===== config.mk =====
export PLATFORM = sky130hd
export DESIGN_NAME = module_serial_add_ctrl
export DESIGN_NICKNAME = d
export VERILOG_FILES = /design/src/rtl/serial_add_pkg.sv /design/src/rtl/module_full_adder.sv /design/src/rtl/module_serial_add_ctrl.sv
export SDC_FILE = /design/constraint.sdc
export NUM_CORES = 1
export LEC_CHECK = 0
export CAP_MARGIN = 20
export CORE_MARGIN = 2
export CORE_UTILIZATION = 45
export DETAILED_ROUTE_END_ITERATION = 6
export PLACE_DENSITY = 0.75
export SLEW_MARGIN = 30
export SYNTH_ARGS = -nofsm -noshare
export SYNTH_HDL_FRONTEND = slang
export SYNTH_SLANG_ARGS = --single-unit

===== constraint.sdc =====
create_clock -name clk -period 1.4 [get_ports clk]
set_input_delay 0.28 -clock clk [delete_from_list [all_inputs] [get_ports clk]]
set_output_delay 0.28 -clock clk [all_outputs]
set_load 0.01 [all_outputs]

===== src/rtl/serial_add_pkg.sv =====
// Shared types and defaults for the bit-serial add/subtract controller.
package serial_add_pkg;

  typedef enum logic [1:0] {
    S_IDLE = 2'd0,
    S_RUN  = 2'd1,
    S_DONE = 2'd2
  } state_t;

  localparam int DEFAULT_WIDTH = 8;

endpackage


===== src/rtl/module_full_adder.sv =====
// Team 1-bit full adder cell; purely combinational.
module module_full_adder (
  input  logic A,
  input  logic B,
  input  logic Cin,
  output logic S,
  output logic Cout
);

  assign S    = A ^ B ^ Cin;
  assign Cout = (A & B) | (A & Cin) | (B & Cin);

endmodule


===== src/rtl/module_serial_add_ctrl.sv =====
// Bit-serial add/subtract controller: one full adder cell is reused WIDTH
// times, LSB first, with a carry flip-flop closing the loop between bits.
module module_serial_add_ctrl
  import serial_add_pkg::*;
#(
  parameter int WIDTH = DEFAULT_WIDTH
) (
  input  logic             clk,
  input  logic             rst,
  input  logic             start_i,
  input  logic             sub_i,
  input  logic [WIDTH-1:0] a_i,
  input  logic [WIDTH-1:0] b_i,
  input  logic             cin_i,
  output logic             busy_o,
  output logic             done_o,
  output logic [WIDTH-1:0] sum_o,
  output logic             cout_o,
  output logic             ovf_o
);

  localparam int CW = (WIDTH > 1) ? $clog2(WIDTH) : 1;
  localparam logic [CW-1:0] LAST_BIT = CW'(WIDTH - 1);

  state_t           r_state;
  state_t           w_nextState;
  logic [WIDTH-1:0] r_a;
  logic [WIDTH-1:0] r_b;
  logic [WIDTH-1:0] r_sum;
  logic [CW-1:0]    r_cnt;
  logic             r_carry;
  logic             r_cout;
  logic             r_ovf;
  logic             w_accept;
  logic             w_lastBit;
  logic             w_faSum;
  logic             w_faCout;

  // A request is only honoured while idle or in the single done cycle.
  assign w_accept  = start_i && ((r_state == S_IDLE) || (r_state == S_DONE));
  assign w_lastBit = (r_cnt == LAST_BIT);

  module_full_adder u_fullAdder (
    .A    (r_a[0]),
    .B    (r_b[0]),
    .Cin  (r_carry),
    .S    (w_faSum),
    .Cout (w_faCout)
  );

  // State register; reset drops any in-flight operation without a done pulse.
  always_ff @(posedge clk) begin
    if (rst) begin
      r_state <= S_IDLE;
    end else begin
      r_state <= w_nextState;
    end
  end

  // Next-state logic: RUN lasts exactly WIDTH cycles, DONE lasts one.
  always_comb begin
    w_nextState = r_state;
    case (r_state)
      S_IDLE:  if (w_accept) w_nextState = S_RUN;
      S_RUN:   if (w_lastBit) w_nextState = S_DONE;
      S_DONE:  w_nextState = w_accept ? S_RUN : S_IDLE;
      default: w_nextState = S_IDLE;
    endcase
  end

  // Status outputs decoded from the state register only.
  always_comb begin
    busy_o = 1'b0;
    done_o = 1'b0;
    case (r_state)
      S_RUN:   busy_o = 1'b1;
      S_DONE:  done_o = 1'b1;
      default: ;
    endcase
  end

  // Datapath: load operands on accept, then shift one bit per RUN cycle.
  // Subtraction is A + ~B + 1, so B is inverted at load and carry seeded to 1.
  always_ff @(posedge clk) begin
    if (rst) begin
      r_a     <= '0;
      r_b     <= '0;
      r_sum   <= '0;
      r_cnt   <= '0;
      r_carry <= 1'b0;
      r_cout  <= 1'b0;
      r_ovf   <= 1'b0;
    end else if (w_accept) begin
      r_a     <= a_i;
      r_b     <= sub_i ? ~b_i : b_i;
      r_carry <= sub_i ? 1'b1 : cin_i;
      r_sum   <= '0;
      r_cnt   <= '0;
    end else if (r_state == S_RUN) begin
      r_a     <= r_a >> 1;
      r_b     <= r_b >> 1;
      r_sum   <= {w_faSum, r_sum[WIDTH-1:1]};
      r_carry <= w_faCout;
      if (w_lastBit) begin
        r_cout <= w_faCout;
        r_ovf  <= r_carry ^ w_faCout;
      end else begin
        r_cnt <= r_cnt + 1'b1;
      end
    end
  end

  assign sum_o  = r_sum;
  assign cout_o = r_cout;
  assign ovf_o  = r_ovf;

endmodule


# Word-level counts from Yosys, hierarchy flattened
# Index checks and enable logic that the tools add are counted.
[totals]
mem_bits_ro = 0
mem_bits_rw = 0
in_bits = 21
mem_count = 0
reg_bits = 32
latchBits = 0
[classes]
order_cmp = 0
n_div = 0
n_mul = 0
add_sub_neg = 1
shifts = 0
muxes = 14
n_bitwise = 11
eq_ne = 5
n_reduce_logical = 8
[ops]
columns = ["cell", "n"]
rows = [
  ["$mux W8", 5],
  ["$not A8 Y8", 1],
  ["$mux W1", 6],
  ["$pmux W2 S3", 1],
  ["$mux W2", 2],
  ["$ne A2 B2 Y1 const B", 2],
  ["$reduce_and A2 Y1", 2],
  ["$add A3 B1 Y3 const B", 1],
  ["$and A1 B1 Y1", 3],
  ["$eq A3 B3 Y1 const B", 1],
  ["$reduce_and A3 Y1", 1],
  ["$xor A1 B1 Y1", 3],
  ["$eq A2 B1 Y1 const B", 1],
  ["$eq A2 B2 Y1 const B", 1],
  ["$logic_not A2 Y1", 1],
  ["$not A1 Y1", 2],
  ["$or A1 B1 Y1", 2],
  ["$reduce_bool A2 Y1", 1],
  ["$reduce_or A2 Y1", 1],
  ["$logic_and A1 B1 Y1", 1],
  ["$logic_or A1 B1 Y1", 1],
]

# Longest topological paths before layout
# Gate-level depths: netlist (run 1).
[logic_depth]
depth_word = 5
ltp_mapped = 6
ltp_nobuf = 5

# Cells and area by module
# From an unflattened synthesis (run 1), not the netlist that was laid out.
[unflattened]
cells_unflattened = 158
area_unflattened_um2 = 1407.6
[by_module_without_submodules]
columns = ["mod", "area_each_um2", "seq_area_each_um2", "instances", "cells_each"]
rows = [
  ["module_serial_add_ctrl", 1387.6, 640.6, 1, 157],
  ["module_full_adder", 20.0, 0.0, 1, 1],
]

# Worst setup path before layout (run 1)
# Ideal clock, no wire load.
[synth_path]
kind = "reg2reg"
start = "reg r_cnt[0]"
end = "reg r_cnt[0]"
setup_ns = 0.117
required_ns = 1.283
n_path_buf = 0
t_arrival_ns = 1.219
path_stages_with_launch = 6
period_less_slack_ns = 1.336
setup_slack_ns = 0.064
path_cell_list = "dfxtp_1 > ha_1 > ha_1 > nor3b_2 > xnor2_1 > nor2_1"
[synth_between]
elab_chain_len = 3
word_cells_on_any_way = 4
classes_between = "1 x add/sub; 1 x eq/ne; 1 x bitwise; 1 x reduce/logical"
[synth_lines]
columns = ["item", "line", "text"]
rows = [
  ["start, declared", "module_serial_add_ctrl.sv:30", "logic [CW-1:0] r_cnt;"],
  ["start signal, assigned", "module_serial_add_ctrl.sv:108", "r_cnt <= r_cnt + 1'b1;"],
  ["parallel branches: the longest is 3 deep, another holds $add A3 B1 Y3", "n/a", ""],
]
# Several ways; the timed one is not identified.
# A chain may end at the register's enable or synchronous reset.

# Worst setup path in the final report (run 1)
# Same ends and word-level chain as after synthesis.

==> results of run 1 <==
-- worst min-delay path: stages, from the launching register on --
cell,delay (ns)
dfxtp_1,0.32
nand2_1,0.06
a21oi_2,0.04
-- per-layer routing --
metal	wire length, um	vias to the layer above
li1	-	631
met1	1330	597
met2	1600	40
met3	186	7
met4	43	0
met5	0	-
-- final timing paths --
| kind | from | to | slack [ns] | cells after the start |
|---|---|---|---|---|
| setup reg to reg | r_cnt[0] | r_cnt[0] | 0.06 | 5 |
| setup / recovery | r_cnt[0] | r_cnt[0] | 0.06 | 5 |
| hold / removal | ovf_o | ovf_o | 0.46 | 2 |
| hold reg to reg | ovf_o | ovf_o | 0.46 | 2 |
-- Yosys cell counts (3+ instances only) --
library cell  instances  share of area, %
buf_4                 3               1.5
a22oi_1               5               2.5
nor2_1                6               1.5
dfxtp_1              32                42
xor2_1                9               5.2
o22ai_1               7               2.9
nor3_2               15               9.8
a21oi_1              16               5.2
nand2b_1              3               1.2
nand2_1              26               6.4
buf_6                 5               3.7
nand3_1               6               2.0
-- power by group through the flow --
stage          clock network, mW  logic [mW]  registers [mW]
3_5_place_dp                   0       0.367            1.02
3_3_place_gp                   0       0.355            1.01
4_1_cts                    0.567       0.370           0.998
5_1_grt                    0.607       0.406            1.01
2_1_floorplan                  0       0.265            1.01
6_report                   0.543       0.371            1.00
-- metrics by stage --
stage | util [%] | setup slack, ns
final | 59.5 | 0.0612
after global routing | 59.5 | -0.00491
after CTS | 59.1 | 0.0216
after detailed placement | 57.5 | -0.218
after global placement | 57.5 | -0.0940
after floorplan | - | 0.0638
-- state kept, by name, summed over array words and instances, names as in the netlist --
| name | cells |
|---|---|
| r_a | 8 |
| r_b | 8 |
| sum_o | 8 |
| r_cnt | 3 |
| r_state | 2 |
| cout_o | 1 |
| ovf_o | 1 |
| r_carry | 1 |
-- cell families after synthesis --
kind of cell | after synthesis | share of synthesized area, %
multiplexers | 1 | 0.654
XOR/XNOR | 10 | 5.72
buffers and inverters | 14 | 8.34
AND/OR/NAND/NOR | 63 | 25.4
flip-flops | 32 | 41.9
AO/OA/AOI/OAI | 36 | 15.0
adder cells (fa/ha/maj) | 3 | 2.94
-- what timing repair did --
action | CTS | global route
pin swaps | 0 | 0
gates resized for setup | 19 | 6
setup endpoints to repair | 12 | 8
-- cell type report --
class,instances,share of cell area [%]
sequential,32,32.6
multi-input combinational,113,39.7
timing repair buffer,47,21.0
clock inverter,2,0.508
tap,46,2.92
clock buffer,6,2.60
inverter,1,0.571
==> reports/metrics.cfg, run 1 <==
[floorplan]
fp.dieH_um = 62.3
initial_core_util_pct = 46.2
io_pins = 33
die_area_um2 = 3880
core_um2 = 3310
num_rows = 21
die_w_um = 62.3

[critical_path]
path_delay_family = adder cells
cp_common_cell = ha_1
worstSetupStartpointType = flip-flop
cp_cell_sequence = ha_1, ha_1, nor3b_4, xnor2_1, nor2_1
critical_path_class = reg -> reg
critPathMaxFanout = 4
cp.arrival_ns = 1.54
critPathRequiredTime_ns = 1.61
crit_path_max_incr_delay_ns = 0.33
worst-path-buf-inv = 0
cp_slowest_cell = dfxtp_1
cp-end-kind = flip-flop

[cells_and_area]
seq_area_um2 = 643
nets = 224
multiInputGateArea_um2 = 783
drive_gt1_share_pct = 26.4
area_growth_syn_to_layout_pct = 28.8
diodes = 0
layout_commonest_cell = dfxtp_1
fin_cells = 247
final_cell_mix = dfxtp_1, nand2_1, clkdlybuf4s50_1
fillers = 314
fin_area_um2 = 1970

[pwr]
seq_power_share_pct = 52.3
p_comb_share_pct = 19.4
p_total_mw = 1.92
p_per_area_nw_per_um2 = 972
vdd_drop_max_v = 0.000409
p_sw_mw = 0.533
clkPwrFrac_pct = 28.3
p_leak_nw = 0.770
swShare_pct = 27.8
p_int_mw = 1.38

[sta]
tns_ns = 0
slew_viol_final = 0
slew_headroom_pct = 73.3
worstMarginPinSlew_ns = 0.400
whs_ns = 0.461
final.min_clock_period_ns = 1.34
finalHoldViolCount = 0
skew_ns = 0.00779
post-route-period-util_pct = 95.6
rsz0062_at_grt = yes
fmax_ghz = 0.747
setup_viol = 0

[global_routing]
grt_pass1_vias = 1276
overflow = 0
grt_use_met1_pct = 18.1
grt_antenna_before_repair = 0
grt-busiest-layer = met2
grt_first_pass_wirelength_um = 5310
grtUsageMet2_pct = 31.0
global_route.usage.total_pct = 17.3
use_met3_pct = 4.89
grt_max_degree = 27

[drt]
ant_nets = 0
firstDrtPassIters = 4
wl_um = 3160
avgRoutedWirePerCell_um = 12.8
vias_per_cell = 5.16
routed-via-count = 1275
drt-initial-drc-count = 57
drc = 0

[placed_design]
dpl.cell_count = 239
portBuffers = 32
hpwl_um = 2230
gp_congestion = 0.706
placed_area_um2 = 1900

[logic_synthesis]
synthArstFlopShare_pct = 0
synth-seq-cells = 32
synth-edff-count = 0
ys.warnings.count = 0
ys_seq_area_share_pct = 41.9
avgSynthCellArea_um2 = 9.62
ys.flop_type = dfxtp_1
ys_types = 30
synthCells = 159
syn-num-nets = 183
syn-cell-area_um2 = 1530

[clocking]
cts_tree = done
clk_pin_slew_worst_paths_ns = 0.09
clockRootBuffer = clkbuf_4
cts_sinks = 32
clk_latency_ns = 0.33
cts_hold_buf = 0
htree_num_levels = 2
cts_buffers = 5
postCtsSetupRepairBufs = 0
clockBufferDepth = 2

[run]
cap_violations = 0

[run_status]
status = complete, no violations

[worst_hold_path]
min_path_type = reg -> reg

(Power assumes the default switching activity.)
==> run 2, diff against run 1 <==
- HOLD_SLACK_MARGIN: default -> 0.02
- PLACE_DENSITY: 0.75 -> 0.72
- clock period: 1.4 -> 1.7 ns (I/O delays scaled with it)
==> run 2 against run 1 <==
Net effect: clock skew is 0.0060 ns lower; largest power group unchanged; die area stayed put; power is 17% lower; worst hold slack better by 0.0077 ns; critical endpoint is now sum_o[7].
==> reports/metrics.cfg, run 2 (synthesis gave the netlist of run 1 again) <==
[run_status]
status = complete, no violations

[clocking]
clk_pin_slew_worst_paths_ns = 0.09  ; about the same
htree_num_levels = 2  ; unchanged
clockRootBuffer = clkbuf_4
clockBufferDepth = 2  ; unchanged
cts_buffers = 5  ; unchanged
clk_latency_ns = 0.33  ; about the same
cts_sinks = 32  ; unchanged
cts_tree = done

[sta]
worstMarginPinSlew_ns = 0.434  ; +0.0338 ns
final.min_clock_period_ns = 1.57
fmax_ghz = 0.636
tns_ns = 0  ; unchanged
slew_viol_final = 0  ; unchanged
finalHoldViolCount = 0  ; unchanged
rsz0062_at_grt = no
skew_ns = 0.00180  ; -0.00599 ns
slew_headroom_pct = 71.1  ; -2.3 points
post-route-period-util_pct = 92.5
setup_viol = 0  ; unchanged

[floorplan]
die_area_um2 = 3880  ; unchanged
core_um2 = 3310  ; unchanged
initial_core_util_pct = 46.2  ; unchanged
die_w_um = 62.3  ; unchanged
fp.dieH_um = 62.3  ; unchanged
io_pins = 33  ; unchanged
num_rows = 21  ; unchanged

[global_routing]
grt_pass1_vias = 1184  ; -7.2%
global_route.usage.total_pct = 17.1  ; -0.25 points
grt_antenna_before_repair = 0  ; unchanged
grt_max_degree = 27  ; unchanged
overflow = 0  ; unchanged
grt_first_pass_wirelength_um = 5290  ; -0.40%

[cells_and_area]
fin_area_um2 = 1930  ; -2.2%
area_growth_syn_to_layout_pct = 26.0
layout_commonest_cell = dfxtp_1
diodes = 0  ; unchanged
nets = 216  ; -3.6%
drive_gt1_share_pct = 20.8  ; -5.5 points
fillers = 328  ; +4.5%
final_cell_mix = dfxtp_1, clkdlybuf4s50_1, nand2_1

[pwr]
p_total_mw = 1.59  ; -17%
p_leak_nw = 0.690  ; -10%
p_per_area_nw_per_um2 = 824  ; -15%
vdd_drop_max_v = 0.000454  ; +11%

[drt]
drc = 0  ; unchanged
firstDrtPassIters = 4  ; unchanged
avgRoutedWirePerCell_um = 12.6  ; -1.4%
vias_per_cell = 5.08  ; -1.6%
ant_nets = 0  ; unchanged
routed-via-count = 1209  ; -5.2%
drt-initial-drc-count = 64  ; +12%
wl_um = 3000  ; -5.0%

[critical_path]
worst-path-buf-inv = 1  ; +1
cp.arrival_ns = 1.23  ; -0.31 ns
cp_slowest_cell = clkdlybuf4s50_1
worstSetupStartpointType = flip-flop
critPathLaunch = sum_o[7]
r2r_start = r_carry
critPathRequiredTime_ns = 1.36  ; -0.25 ns
crit_path_max_incr_delay_ns = 0.54  ; +0.21 ns
cp-end-kind = primary output
critical_path_class = reg -> out
cp_cell_sequence = clkdlybuf4s50_1
path_delay_family = buffers and inverters
critPathMaxFanout = 3  ; -1

[placed_design]
portBuffers = 32  ; unchanged
gp_congestion = 0.763  ; +8.0%
placed_area_um2 = 1860  ; -2.5%
hpwl_um = 2110  ; -5.6%

[worst_hold_path]
min_from = r_b[7]
min_path_type = reg -> reg

[run]
cap_violations = 0  ; unchanged

## run 2: cell count changes in the layout (fill, tap and decap cells not counted), moves of 2 or more
| cell | change |
|---|---|
| buf_4 | -8 |
| dlygate4sd2_1 | -8 |
| clkdlybuf4s50_1 | +10 |
| buf_2 | -2 |
| clkinv_2 | -2 |
## run 2: layout make-up
class | count | area (um2) | area share [%]
Multi-Input combinational cell | 113 | 769 | 39.9
Sequential cell | 32 | 642 | 33.3
Timing Repair Buffer | 39 | 383 | 19.9
Clock buffer | 7 | 65.1 | 3.37
Tap cell | 46 | 57.6 | 2.99
Inverter | 1 | 11.3 | 0.584
## run 2: report_power, final
part	total, mW	internal (mW)	switching, mW
Combinational	0.287	0.138	0.149
Sequential	0.823	0.793	0.0305
Clock	0.479	0.234	0.244
Total	1.59	1.16	0.424
## run 2: through the flow
step                worst slack (ns)  utilization [%]  instances  hold slack (ns)
floorplan                      0.364                -        159            0.408
global placement               0.112             56.1        231            0.441
detailed placement            0.0749             56.1        231            0.458
CTS                            0.105             58.2        238            0.471
global route                  0.0553             58.2        238            0.497
finish                         0.127             58.2        238            0.468
## run 2: repair_timing
action / CTS / global route
hold buffers: 0 / 0
setup endpoints to repair: 2 / 0
resized for setup: 5 / 0
setup buffers: 0 / 0
## run 2: path summary, 6_finish.rpt
check | to | slack [ns] | depth (start not counted)
worst min-delay path | r_b[7] | 0.47 | 2
worst min register to register | r_b[7] | 0.47 | 2
worst max-delay path | sum_o[7] | 0.13 | 1
worst max register to register | ovf_o | 0.29 | 4
## run 2: metal layers
metal / part of all wire [%] / global-route usage, % / up-vias
met4: 1.6 / 6.67 / 0
met5: 0 / 0 / -
met2: 47 / 27.7 / 30
met3: 5.3 / 5.07 / 6
li1: - / - / 621
met1: 46 / 21.4 / 552
==> run 3, diff against run 2 <==
- clock period: 1.7 -> 1.9 ns (I/O delays scaled with it)
==> run 3 against run 2 <==
Net effect: first-iteration DRC count down 6.3%; global-route usage up 0.12 points; non-clock buffer count down 2; largest cell class unchanged.
==> reports/metrics.cfg, run 3 (synthesis gave the netlist of run 1 again) <==
[critical_path]
critPathLaunch = r_state[1]
timing.rr.end = r_cnt[0]
r2r_start = r_cnt[0]
worstSetupStartpointType = flip-flop
cp.arrival_ns = 1.43  ; +0.20 ns
critPathRequiredTime_ns = 1.52  ; +0.16 ns
critical_path_class = reg -> out
regToRegSetupSlack_ns = 0.38  ; +0.09 ns
cp-end-kind = primary output
worstRegToRegCells = 5  ; +1
endpoint = busy_o
critPathMaxFanout = 4  ; +1

[pwr]
vdd_drop_max_v = 0.000489  ; +7.7%
p_per_area_nw_per_um2 = 810  ; -1.6%
p_total_mw = 1.58  ; -0.74%
p_leak_nw = 0.685  ; -0.73%

[global_routing]
grt_antenna_before_repair = 0  ; unchanged
grt_max_degree = 27  ; unchanged
grt_first_pass_wirelength_um = 5310  ; +0.40%
grt_pass1_vias = 1194  ; +0.84%
global_route.usage.total_pct = 17.2  ; +0.12 points
overflow = 0  ; unchanged

[sta]
final.min_clock_period_ns = 1.81
rsz0062_at_grt = no
whs_ns = 0.467  ; -0.00156 ns
post-route-period-util_pct = 95.4
setup_viol = 0  ; unchanged
skew_ns = 0.00646  ; +0.00465 ns
fmax_ghz = 0.551
fin_ws_ns = 0.0865  ; -0.0409 ns
worstMarginPinSlew_ns = 0.478  ; +0.0442 ns
slew_viol_final = 0  ; unchanged
finalHoldViolCount = 0  ; unchanged
slew_headroom_pct = 68.0  ; -3.0 points
tns_ns = 0  ; unchanged

[clocking]
cts_buffers = 5  ; unchanged
postCtsSetupRepairBufs = 0  ; unchanged
clk_pin_slew_worst_paths_ns = 0.10  ; about the same
htree_num_levels = 2  ; unchanged
clk_latency_ns = 0.33  ; about the same
cts_tree = done
clockRootBuffer = clkbuf_4
cts_hold_buf = 0  ; unchanged
cts_sinks = 32  ; unchanged
clockBufferDepth = 2  ; unchanged

[cells_and_area]
final_cell_mix = clkdlybuf4s50_1, dfxtp_1, nand2_1
drive_gt1_share_pct = 20.4  ; -0.41 points
area_growth_syn_to_layout_pct = 27.1
final_core_util_pct = 58.8  ; +0.53 points
nets = 214  ; -0.93%
fin_area_um2 = 1950  ; +0.91%
layout_commonest_cell = clkdlybuf4s50_1
fillers = 313  ; -4.6%
diodes = 0  ; unchanged
fin_cells = 237  ; -0.42%

[drt]
drc = 0  ; unchanged
ant_nets = 0  ; unchanged
vias_per_cell = 5.23  ; +3.0%
firstDrtPassIters = 4  ; unchanged
avgRoutedWirePerCell_um = 13.1  ; +3.7%
routed-via-count = 1240  ; +2.6%
drt-initial-drc-count = 60  ; -6.3%
wl_um = 3100  ; +3.3%

[placed_design]
hpwl_um = 2180  ; +3.6%
portBuffers = 32  ; unchanged
dpl.cell_count = 229  ; -0.87%
placed_area_um2 = 1840  ; -0.81%
place_ws_ns = 0.206  ; +0.131 ns
gp_congestion = 0.743  ; -2.5%

[floorplan]
num_rows = 21  ; unchanged
fp.dieH_um = 62.3  ; unchanged
initial_core_util_pct = 46.2  ; unchanged
core_um2 = 3310  ; unchanged
die_area_um2 = 3880  ; unchanged
io_pins = 33  ; unchanged
die_w_um = 62.3  ; unchanged

[run_status]
status = complete, no violations

[run]
cap_violations = 0  ; unchanged

[worst_hold_path]
min_path_type = reg -> reg

## run 3: cell count changes in the layout (fill, tap and decap cells not counted)
cell,delta
buf_4,-2
clkdlybuf4s50_1,+2
dlygate4sd2_1,-2
bufinv_16,+1
## run 3: final cells by class
cell class	count	area (um2)	area share, %
inverter	1	11.3	0.579
multi-input combinational	113	769	39.5
timing repair buffer	37	370	19.0
sequential	32	642	33.0
clock buffer	7	65.1	3.34
clock inverter	1	30.0	1.54
tap	46	57.6	2.96
## run 3: worst max-delay path: stages, from the launching register on
cell and delay, ns:
dfxtp_1 0.35, nand2b_4 0.18, inv_8 0.05, clkdlybuf4s50_1 0.52
## run 3: report_power, final
part	leakage (nW)	switching (mW)	internal, mW
combinational	0.372	0.133	0.123
clock	0.0515	0.234	0.349
sequential	0.262	0.0279	0.709
total	0.685	0.395	1.18
## run 3: worst min path at each step
| stage | from | to | slack [ns] | cells after the start |
|---|---|---|---|---|
| 2_1_floorplan | r_b[7] | r_b[7] | 0.44 | 2 |
| 3_3_place_gp | sum_o[0] | sum_o[0] | 0.44 | 2 |
| 3_5_place_dp | sum_o[0] | sum_o[0] | 0.46 | 2 |
| 4_1_cts | sum_o[0] | sum_o[0] | 0.47 | 2 |
| 5_1_grt | sum_o[1] | sum_o[1] | 0.50 | 2 |
| 6_report | sum_o[0] | sum_o[0] | 0.47 | 2 |
## run 3: what timing repair did
action,4_1_cts,5_1_grt
setup endpoints to repair,1,1
pin swaps,0,0
gates resized for setup,1,1
## run 3: routing by layer
layer  global-route usage (%)  wire, um  vias up
met5                        0         0        -
met4                     6.67        51        0
met3                     5.43       169        6
met2                     29.6      1540       36
met1                     19.9      1340      584
li1                         -         -      614
